File: src/rtl/ser_sel_pkg.sv
// ser_sel_pkg: shared state encodings and constants for the serialising selector controller
package ser_sel_pkg;
    localparam int DIV_W_DEF = 8;
    typedef enum logic {ST_IDLE = 1'b0, ST_SHIFT = 1'b1} state_t;
    localparam logic [2:0] SEL_FIRST_LSB = 3'd0;
    localparam logic [2:0] SEL_FIRST_MSB = 3'd7;
endpackage

File: src/rtl/bit_tick_gen.sv
// bit_tick_gen: per-bit cycle counter, pulses tick on the last cycle of each bit period
module bit_tick_gen import ser_sel_pkg::*; #(
    parameter int DIV_W = DIV_W_DEF
) (
    input  logic             clk,
    input  logic             rst,
    input  logic             clr,
    input  logic [DIV_W-1:0] div_q,
    output logic             tick
);
    logic [DIV_W-1:0] count;
    assign tick = (count == div_q);
    // count restarts at div_q, so all-ones div never overflows
    always_ff @(posedge clk) begin
        if (rst || clr) count <= '0;
        else count <= tick ? '0 : count + 1'b1;
    end
endmodule

File: src/rtl/ser_sel_ctrl.sv
// ser_sel_ctrl: accepts a word and steps an 8:1 selector through its bits, one bit per div+1 cycles
module ser_sel_ctrl import ser_sel_pkg::*; #(
    parameter int DIV_W = DIV_W_DEF
) (
    input  logic             clk,
    input  logic             rst,
    input  logic             in_valid,
    output logic             in_ready,
    input  logic [7:0]       in_data,
    input  logic [DIV_W-1:0] div,
    input  logic             msb_first,
    output logic [7:0]       D,
    output logic [2:0]       sel,
    output logic             n_EN,
    output logic             busy,
    output logic             done
);
    state_t           state, state_n;
    logic [DIV_W-1:0] div_q, div_n;
    logic             dir_q, dir_n;
    logic [7:0]       d_n;
    logic [2:0]       sel_n, sel_last;
    logic             n_en_n, done_n, tick;

    assign in_ready = (state == ST_IDLE);
    assign busy     = (state == ST_SHIFT);
    assign sel_last = dir_q ? SEL_FIRST_LSB : SEL_FIRST_MSB;

    bit_tick_gen #(.DIV_W(DIV_W)) u_tick (
        .clk  (clk),
        .rst  (rst),
        .clr  (in_ready),
        .div_q(div_q),
        .tick (tick)
    );

    // next-state: accept in IDLE, step sel on each tick, finish after the last index
    always_comb begin
        state_n = state;
        d_n     = D;
        div_n   = div_q;
        dir_n   = dir_q;
        sel_n   = sel;
        n_en_n  = n_EN;
        done_n  = 1'b0;
        if (state == ST_IDLE && in_valid) begin
            state_n = ST_SHIFT;
            d_n     = in_data;
            div_n   = div;
            dir_n   = msb_first;
            sel_n   = msb_first ? SEL_FIRST_MSB : SEL_FIRST_LSB;
            n_en_n  = 1'b0;
        end else if (state == ST_SHIFT && tick) begin
            if (sel == sel_last) begin
                state_n = ST_IDLE;
                sel_n   = 3'd0;
                n_en_n  = 1'b1;
                done_n  = 1'b1;
            end else begin
                sel_n = dir_q ? sel - 3'd1 : sel + 3'd1;
            end
        end
    end

    // state and output registers
    always_ff @(posedge clk) begin
        if (rst) begin
            state <= ST_IDLE;
            D     <= '0;
            div_q <= '0;
            dir_q <= 1'b0;
            sel   <= 3'd0;
            n_EN  <= 1'b1;
            done  <= 1'b0;
        end else begin
            state <= state_n;
            D     <= d_n;
            div_q <= div_n;
            dir_q <= dir_n;
            sel   <= sel_n;
            n_EN  <= n_en_n;
            done  <= done_n;
        end
    end
endmodule

File: config.mk
export PLATFORM = sky130hd
export DESIGN_NAME = ser_sel_ctrl
export DESIGN_NICKNAME = d
export VERILOG_FILES = /design/src/rtl/ser_sel_pkg.sv /design/src/rtl/bit_tick_gen.sv /design/src/rtl/ser_sel_ctrl.sv
export SDC_FILE = /design/constraint.sdc
export NUM_CORES = 1
export LEC_CHECK = 0
export CORE_UTILIZATION = 45
export CTS_BUF_LIST = sky130_fd_sc_hd__clkbuf_8
export CTS_CLUSTER_DIAMETER = 30
export DETAILED_ROUTE_END_ITERATION = 6
export PLACE_DENSITY = 0.73
export SYNTH_ARGS = -nofsm -noshare
export SYNTH_HDL_FRONTEND = slang
export SYNTH_HIERARCHICAL = 1
export SYNTH_SLANG_ARGS = --single-unit
File: constraint.sdc
create_clock -name clk -period 4.65 [get_ports clk]
set_input_delay 0.93 -clock clk [delete_from_list [all_inputs] [get_ports clk]]
set_output_delay 0.93 -clock clk [all_outputs]
set_load 0.01 [all_outputs]
==> metrics.md, run 1 <==
| Metric | Value |
|---|---|
| Gpl congestion | 0.782 |
| Synth unique cells | 41 |
| Final Skew | 0.00543 ns |
| Total CTS buffers | 5 |
| Grt total ovfl | 0 |
| Slew @ Worst Pin | 1.15 ns |
| Pre-CTS setup slack | 1.73 ns |
| Highest cell delay on the worst timing path | 0.97 ns |
| Outcome | finished, final reports clean |
| Ports | 35 |
| Post-route ant nets | 0 |
| Initial Utilization | 48.2% |
| Setup slack, reg-to-reg | 2.50 ns |
| Max-slew headroom | 22.9% |
| Yosys warns | 6 |
| CTS Buffer Depth | 2 |
| Overall power | 0.606 mW |
| Initial antenna violation count | 0 |
| Syn Area/Cell | 9.06 um^2 |
| Post-CTS Setup Repair Bufs | 0 |
| Post-cts sizing count | 0 |
| Site Rows | 20 |
| Crit Path Max Fanout | 26 |
| Filler cell count | 308 |
| CP Capture Type | flip-flop |
| Final Hold Fails | 0 |
| Seq/Total Area, Yosys | 41.5% |
| Reg-to-reg endpoint | sel[0]$_SDFFE_PP0P_ |
| Synthesized area | 1500 um^2 |
| Clock Tree Root | clkbuf_8 |
| HP Class | flip-flop to flip-flop |
| Final Slew Violations | 0 |
| Via count | 1230 |
| Final net count | 219 |
| Layout cells sized above 1 | 11.7% |
| Total core area | 3100 um^2 |
| N_diodes | 0 |
| Post-Syn Nets | 188 |
| DP HPWL | 2.33 mm |
| Die Area | 3560 um^2 |
| Lkg Pwr | 0.700 nW |
| WP data arrival | 2.81 ns |
| CTS Hold Buffers Added | 0 |
| Pin count of the biggest net entering global routing | 27 |
| Crit path required time | 4.82 ns |
| Total Routing Usage GR | 20.5% |
| H-tree depth | 2 |
| Post-synth top area share | 41.5% |
| Area grow syn2layout | 27.3% |
| PwrDens | 318 nW/um^2 |
| Die Wd | 59.6 um |
| Crit Path Class | primary input to flip-flop |
| CP Cell Sequence | clkdlybuf4s50_1, or2_2, a221oi_1 |
| WL/cell | 13.4 um |
| Die Height | 59.6 um |
| Clock sink total | 31 |
| Port Buf Inserts | 34 |
| Worst setup path endpoint | u_tick/count[5]$_SDFF_PP0_ |
| Final TNS setup | 0 ns |
| Synth top area cells | dfxtp_1, nand2_1, xor2_1 |
| Post-Syn Instances | 165 |
| CTS tree | built |
| Worst-Skew Late Latency | 0.27 ns |
| Crit path time final | 2.65 ns |
| Synth Register Bits | 31 |
| Routed vias/inst | 5.13 |
| Worst Reg-to-Reg Cells | 6 |
| Drt drc | 0 |
| Max-Cap Viols | 0 |
| RR Startpoint | u_tick/count[4]$_SDFF_PP0_ |
| Fmax | 0.378 GHz |
| Drt first pass iters | 4 |
| 1st-iter DRT viols | 37 |
| Final Setup Violations | 0 |
| WP depth | 3 |
| PnR worst setup slack | 2.00 ns |
| CP max stage cell | clkdlybuf4s50_1 |
| Worst setup SP type | primary input |
| Peak VDD IR | 219 uV |
| Setup crit start | rst |
| Period utilisation layout | 56.9% |
| Final WL | 3.21 mm |
| Buf/Inv on CP | 1 |
| Crit path max-delay family | buffers and inverters |
| Area leader, netlist | dfxtp_1 |
| RSZ-0062 raised after global routing | false |
| Number of global-route vias before repair | 1212 |
| Clock transition at the registers of the reported paths | 0.06 ns |
| Global-route wire length before repair | 5.25 mm |
==> layout make-up <==
type                       count  area [um^2]  area share (%)
sequential                    31          621            32.6
multi-input combinational    117          773            40.6
clock inverter                 1         5.00           0.263
tap                           44         55.1            2.89
inverter                       7         26.3            1.38
clock buffer                   6         82.6            4.34
timing repair buffer          34          340            17.9
==> kinds of logic after synthesis <==
kind of cell / Yosys count / synth area share, %
AO/OA/AOI/OAI: 38 / 18.4
XOR/XNOR: 13 / 7.62
adder cells (fa/ha/maj): 3 / 3.01
buffers and inverters: 17 / 6.78
flip-flops: 31 / 41.5
multiplexers: 1 / 0.669
AND/OR/NAND/NOR: 62 / 22.0
==> Yosys cell counts, drive strengths merged <==
| cell | number |
|---|---|
| or2 | 2 |
| a221oi | 3 |
| nand2b | 1 |
| a21oi | 19 |
| a31oi | 1 |
| ha | 2 |
| inv | 7 |
| fa | 1 |
| or3 | 3 |
| nand4bb | 1 |
| o22a | 1 |
| a21o | 1 |
| nand4 | 1 |
| dfxtp | 31 |
| mux2i | 1 |
| o32ai | 1 |
| o21ai | 4 |
| nand2 | 39 |
| a311oi | 1 |
| buf | 8 |
| a211oi | 6 |
| xor2 | 10 |
| nor4 | 2 |
| xnor2 | 3 |
| nand4b | 2 |
| and2 | 1 |
| nor2b | 2 |
| nor2 | 5 |
| clkbuf | 2 |
| a311o | 1 |
| nand3 | 3 |
==> layout by cell type, fill, tap and decap left out <==
cell type / n
ha_1: 2
nand2_1: 37
or3_1: 3
inv_1: 7
a311o_1: 1
nor2_1: 5
nand4_1: 1
or2_2: 1
nand2b_1: 1
and2_1: 1
nand3_1: 2
a31oi_1: 1
a221oi_1: 3
nand2_4: 1
o22a_1: 1
nand4b_1: 2
xnor2_1: 3
a311oi_1: 1
a21o_1: 1
a21oi_1: 10
nand4bb_1: 1
dfxtp_1: 31
o32ai_1: 1
nand2_2: 1
o21ai_0: 4
nor4_4: 2
nor2b_1: 2
clkbuf_8: 6
or2_0: 1
a211oi_1: 5
xor2_1: 10
nand3_2: 1
fa_1: 1
a21oi_2: 9
clkdlybuf4s50_1: 34
clkinv_2: 1
a211oi_2: 1
mux2i_1: 1
==> how the worst min path moves through the flow <==
stage,cells after the start,from,end,slack [ns]
detailed placement,2,D[3]$_SDFFE_PP0P_,D[3]$_SDFFE_PP0P_,0.45
CTS,2,D[3]$_SDFFE_PP0P_,D[3]$_SDFFE_PP0P_,0.46
finish,2,D[3]$_SDFFE_PP0P_,D[3]$_SDFFE_PP0P_,0.46
floorplan,2,div_q[0]$_SDFFE_PP0P_,div_q[0]$_SDFFE_PP0P_,0.45
global placement,2,D[2]$_SDFFE_PP0P_,D[2]$_SDFFE_PP0P_,0.45
global route,2,D[0]$_SDFFE_PP0P_,D[0]$_SDFFE_PP0P_,0.48
==> stage by stage <==
step / hold WS (ns) / cell area, um^2 / std cells / utilization [%]
detailed placement: 0.450 / 1820 / 233 / 58.5
floorplan: 0.448 / 1500 / 165 / -
CTS: 0.463 / 1900 / 240 / 61.3
global route: 0.482 / 1900 / 240 / 61.3
global placement: 0.448 / 1820 / 233 / 58.5
finish: 0.460 / 1900 / 240 / 61.3
==> power breakdown <==
| part | internal [mW] | switching (mW) | total [mW] | leakage (nW) |
|---|---|---|---|---|
| sequential | 0.279 | 0.0128 | 0.292 | 0.254 |
| combinational | 0.0537 | 0.0529 | 0.107 | 0.399 |
| clock | 0.116 | 0.0920 | 0.208 | 0.0470 |
| total | 0.448 | 0.158 | 0.606 | 0.700 |
==> flip-flops by register name (all words and copies together) (netlist names) <==
register      flops
sel               3
u_tick/count      8
D                 8
n_EN              1
busy              1
dir_q             1
done              1
div_q             8
==> tightest hold or removal path, delay by kind of cell (launching register included) <==
kind               cells  cell delay (ns)
AOI/OAI and AO/OA      1             0.05
and+or+nand+nor        1             0.05
DFF                    1             0.31
==> layer usage <==
layer | wire length [um] | up-vias | GRT usage (%)
met5 | 0 | - | 0
met4 | 42 | 0 | 6.31
met3 | 117 | 6 | 7.86
met2 | 1640 | 25 | 35.9
met1 | 1410 | 579 | 22.7
li1 | - | 620 | -
No activity file was read; power rests on OpenSTA's default activity.
==> run 2, diff against run 1 <==
Settings changed: PLACE_DENSITY 0.73 to 0.76.
Clock period 4.65 ns to 2.3 ns, I/O delays scaled along.
==> run 2 against run 1 <==
Compared with the run above: worst setup slack got worse by 1.5 ns; cell count increased by 1.7%; combinational power increased by 110%; highest routed layer unchanged.
==> metrics.md, run 2 (synthesis results as in run 1) <==
| Metric | Value |
|---|---|
| Filler cell count | 304 |
| Worst-Skew Late Latency | 0.27 ns |
| Most frequent cells in the layout | nand2_1, clkdlybuf4s50_1, dfxtp_1, a21oi_1, xor2_1 |
| Reg-to-reg endpoint | sel[0]$_SDFFE_PP0P_ |
| Placed cells | 238 |
| Multi-input gate area | 773 um^2 |
| DP HPWL | 2.34 mm |
| PwrDens | 615 nW/um^2 |
| PnR worst setup slack | 0.456 ns |
| Area grow syn2layout | 28.8% |
| HP Class | flip-flop to flip-flop |
| Final Hold Fails | 0 |
| Worst Hold End | D[4]$_SDFFE_PP0P_ |
| Drt drc | 0 |
| WL/cell | 12.6 um |
| Final Util | 62.1% |
| Final Setup Violations | 0 |
| Post-route ant nets | 0 |
| RSZ-0062 raised after global routing | false |
| Gpl congestion | 0.820 |
| Number of global-route vias before repair | 1201 |
| HP Start | D[4]$_SDFFE_PP0P_ |
| CP Capture Type | output pin |
| Pre-CTS setup slack | 0.404 ns |
| Crit Path Class | flip-flop to output pin |
| Worst hold stages | 2 |
| Total Routing Usage GR | 20.5% |
| Final Slew Violations | 0 |
| RR Startpoint | u_tick/count[4]$_SDFF_PP0_ |
| Buf/Inv on CP | 1 |
| Post-Place Cell Area | 1850 um^2 |
| Register Area | 621 um^2 |
| CP Cell Sequence | clkdlybuf4s50_1 |
| Post-CTS Setup Repair Bufs | 0 |
| Crit path required time | 1.84 ns |
| Total core area | 3100 um^2 |
| NetSw | 0.307 mW |
| Fmax | 0.542 GHz |
| Final Skew | 0.00224 ns |
| WP data arrival | 1.38 ns |
| Overall power | 1.19 mW |
| Layout cells sized above 1 | 13.0% |
| Via count | 1244 |
| Highest cell delay on the worst timing path | 0.60 ns |
| Crit path max-delay family | buffers and inverters |
| Outcome | finished, final reports clean |
| CTS Buffer Depth | 2 |
| Cell area after layout | 1930 um^2 |
| Worst setup SP type | flip-flop |
| CP max stage cell | clkdlybuf4s50_1 |
| Max-slew headroom | 51.4% |
| Die Area | 3560 um^2 |
| Commonest non-fill, non-tap cell in the layout | nand2_1 |
| Routed vias/inst | 5.10 |
| Grt total ovfl | 0 |
| Internal | 0.879 mW |
| H-tree depth | 2 |
| CTS tree | built |
| Port Buf Inserts | 34 |
| Setup slack, reg-to-reg | 0.47 ns |
| Clock share of power | 31.1% |
| Pin count of the biggest net entering global routing | 20 |
| Site Rows | 20 |
| Switching Share | 25.9% |
| Worst Reg-to-Reg Cells | 6 |
| Crit Path Max Fanout | 10 |
| Min Hold Slack | 0.460 ns |
| Crit path time final | 1.84 ns |
| Largest regs | D (8), div_q (8), u_tick/count (8) |
| Peak VDD IR | 372 uV |
| Clock transition at the registers of the reported paths | 0.06 ns |
| Final WL | 3.07 mm |
| Global-route wire length before repair | 5.26 mm |
| Combinational share of power | 19.2% |
| Ports | 35 |
| CTS Hold Buffers Added | 0 |
| Die Wd | 59.6 um |
| Final TNS setup | 0 ns |
| Period utilisation layout | 80.2% |
| Drt first pass iters | 4 |
| Total CTS buffers | 5 |
| Slew @ Worst Pin | 0.729 ns |
| Lkg Pwr | 0.718 nW |
| Die Height | 59.6 um |
| N_diodes | 0 |
| Max-Cap Viols | 0 |
| Fin cells | 244 |
| Post-cts sizing count | 0 |
| Initial Utilization | 48.2% |
| Final net count | 224 |
| Clock sink total | 31 |
| 1st-iter DRT viols | 47 |
| Clock Tree Root | clkbuf_8 |
| Initial antenna violation count | 0 |
| Power share of the sequential group | 49.7% |
run 2: layer usage:
metal  wire, um  part of all wire (%)  track usage [%]
met5          0                     0                0
met4         47                   1.5             9.97
met3        111                   3.6             6.99
met2       1560                    51             33.8
met1       1360                    44             23.6
run 2: how the worst max path moves through the flow:
| stage | from | to | slack [ns] | cells after the start |
|---|---|---|---|---|
| floorplan | u_tick/count[3]$_SDFF_PP0_ | sel[0]$_SDFFE_PP0P_ | 0.44 | 7 |
| global placement | in_valid | sel[0]$_SDFFE_PP0P_ | 0.46 | 4 |
| detailed placement | in_valid | div_q[5]$_SDFFE_PP0P_ | 0.40 | 4 |
| CTS | busy$_SDFFE_PP0P_ | busy | 0.44 | 1 |
| global route | u_tick/count[4]$_SDFF_PP0_ | sel[0]$_SDFFE_PP0P_ | 0.35 | 6 |
| finish | busy$_SDFFE_PP0P_ | busy | 0.46 | 1 |
run 2: worst min-delay path, stage by stage (launching register included):
cell     delay [ns]
dfxtp_1        0.31
nand2_1        0.05
a21oi_1        0.05
run 2: layout make-up:
class                      count  area share [%]
sequential                    31            32.2
inverter                       7            1.36
timing repair buffer          39            19.6
clock buffer                   5            3.57
clock inverter                 1           0.195
tap                           44            2.86
multi-input combinational    117            40.2
run 2: power by group through the flow:
stage               combinational [mW]  clock (mW)  sequential [mW]
floorplan                        0.133           0            0.601
global placement                 0.221           0            0.599
detailed placement               0.229           0            0.600
CTS                              0.230       0.383            0.589
global route                     0.249       0.420            0.593
finish                           0.228       0.368            0.589
==> run 3, diff against run 2 <==
Clock period 2.3 ns to 1.6 ns, I/O delays scaled along.
==> run 3 against run 2 <==
Compared with the run above: worst setup slack worse by 0.53 ns; total power increased by 51%; highest routed layer unchanged; hold slack better by 0.0023 ns; routed wire length rose by 15%; largest cell class unchanged; sequential power increased by 42%; clock skew hardly changed; cell area up 8.8%; combinational power is 75% higher; via count is 6.9% higher; cell count rose by 6.6%; the flow now finishes with violations (negative setup slack); critical path type is now flip-flop to flip-flop.
==> metrics.md, run 3 (synthesis results as in run 1) <==
| Metric | Value |
|---|---|
| Crit path required time | 1.81 ns |
| Total core area | 3100 um^2 |
| Switching Share | 26.8% |
| Final WL | 3.52 mm |
| Crit path time final | 1.67 ns |
| PwrDens | 852 nW/um^2 |
| Site Rows | 20 |
| Routed vias/inst | 5.12 |
| Initial antenna violation count | 0 |
| Ports | 35 |
| Met3 Use GR | 5.46% |
| Met2 GRT Util | 37.1% |
| Die Wd | 59.6 um |
| Drt first pass iters | 4 |
| Final Skew | 0.00270 ns |
| Setup slack, reg-to-reg | -0.07 ns |
| GR Layer Usage met1 | 28.1% |
| Lkg Pwr | 0.817 nW |
| Max-Cap Viols | 0 |
| Worst-Skew Late Latency | 0.28 ns |
| HP Class | flip-flop to flip-flop |
| H-tree depth | 2 |
| Gpl congestion | 0.779 |
| Period utilisation layout | 104% |
| CP Capture Type | flip-flop |
| Commonest non-fill, non-tap cell in the layout | nand2_1 |
| N_diodes | 0 |
| Largest regs | D (8), div_q (8), u_tick/count (8) |
| Number of global-route vias before repair | 1299 |
| WP data arrival | 1.88 ns |
| Max-slew headroom | 81.2% |
| Most frequent cells in the layout | nand2_1, clkdlybuf4s50_1, dfxtp_1, buf_4, a21oi_2 |
| Final net count | 240 |
| Via count | 1330 |
| Crit Path Max Fanout | 5 |
| Peak VDD IR | 647 uV |
| Post-route ant nets | 0 |
| CTS Buffer Depth | 2 |
| Clock sink total | 31 |
| Total CTS buffers | 5 |
| DP HPWL | 2.64 mm |
| 1st-iter DRT viols | 59 |
| Layout cells sized above 1 | 22.7% |
| Global routing's busiest layer | met2 |
| Initial Utilization | 48.2% |
| Total Routing Usage GR | 22.5% |
| Internal | 1.31 mW |
| CTS tree | built |
| Fin cells | 260 |
| Pin count of the biggest net entering global routing | 18 |
| Placed cells | 254 |
| Final Slew Violations | 0 |
| Outcome | finished, violations left |
| CTS Hold Buffers Added | 0 |
| RSZ-0062 raised after global routing | true |
| Clock share of power | 30.8% |
| Crit Path Class | flip-flop to flip-flop |
| Area grow syn2layout | 40.1% |
| Final Hold Fails | 0 |
| Clock Tree Root | clkbuf_8 |
| Die Height | 59.6 um |
| Drt drc | 0 |
| Worst setup SP type | flip-flop |
| NetSw | 0.478 mW |
| Die Area | 3560 um^2 |
| Combinational share of power | 22.3% |
| Clock transition at the registers of the reported paths | 0.06 ns |
| Port Buf Inserts | 34 |
| Final Setup Violations | 2 |
| WL/cell | 13.5 um |
| Power share of the sequential group | 46.9% |
| Global-route wire length before repair | 5.84 mm |
| Fmax | 0.599 GHz |
| Slew @ Worst Pin | 0.281 ns |
| Failing checks | negative setup slack |
| Grt total ovfl | 0 |
| Final Util | 67.5% |
| PnR worst setup slack | -0.0693 ns |
run 3: metal layers:
| layer | part of all wire (%) | wire length, um | up-vias |
|---|---|---|---|
| met5 | 0 | 0 | - |
| met4 | 2.5 | 87 | 0 |
| met3 | 3.7 | 131 | 11 |
| met2 | 51 | 1800 | 26 |
| met1 | 43 | 1500 | 636 |
| li1 | - | - | 657 |
run 3: timing repair:
| action | in CTS | in global routing |
|---|---|---|
| hold endpoints to repair | 0 | 0 |
| pin swaps | 1 | 2 |
| buffers inserted | 0 | 0 |
| resized for setup | 2 | 3 |
| endpoints found under the setup margin | 4 | 4 |
run 3: through the flow:
step / hold slack [ns] / worst slack [ns] / area [um^2] / power, mW / TNS [ns]
2_1_floorplan: 0.448 / -0.129 / 1510 / 1.06 / -0.211
3_3_place_gp: 0.443 / 0.0453 / 2010 / 1.23 / 0
3_5_place_dp: 0.448 / -0.0194 / 2010 / 1.25 / -0.0254
4_1_cts: 0.460 / -0.0565 / 2080 / 1.78 / -0.0803
5_1_grt: 0.486 / -0.119 / 2090 / 1.87 / -0.282
6_report: 0.462 / -0.0693 / 2090 / 1.78 / -0.0993
run 3: worst max-delay path, stage by stage (launching register included):
cell	delay, ns
dfxtp_2	0.34
xor2_2	0.19
nor4_4	0.34
and2_4	0.22
nand2_4	0.06
a311o_1	0.29
a211oi_2	0.16
run 3: layout make-up:
type                       instances  area (um^2)
clock inverter                     1         3.75
multi-input combinational        117          795
timing repair buffer              55          522
tap                               44         55.1
fill                             261         1010
clock buffer                       5         68.8
sequential                        31          624
inverter                           7         26.3
run 3: path summary, 6_finish.rpt:
kind / startpoint / to / depth (start not counted)
worst min register to register: D[3]$_SDFFE_PP0P_ / D[3]$_SDFFE_PP0P_ / 2
worst max-delay path: u_tick/count[7]$_SDFF_PP0_ / sel[0]$_SDFFE_PP0P_ / 6
worst max register to register: u_tick/count[7]$_SDFF_PP0_ / sel[0]$_SDFFE_PP0P_ / 6
worst min-delay path: D[3]$_SDFFE_PP0P_ / D[3]$_SDFFE_PP0P_ / 2
run 3: power groups by stage:
stage	Sequential [mW]	Combinational (mW)	Clock, mW
3_5_place_dp	0.853	0.397	0
2_1_floorplan	0.866	0.197	0
6_report	0.838	0.398	0.549
4_1_cts	0.837	0.399	0.547
5_1_grt	0.842	0.432	0.600
3_3_place_gp	0.851	0.382	0
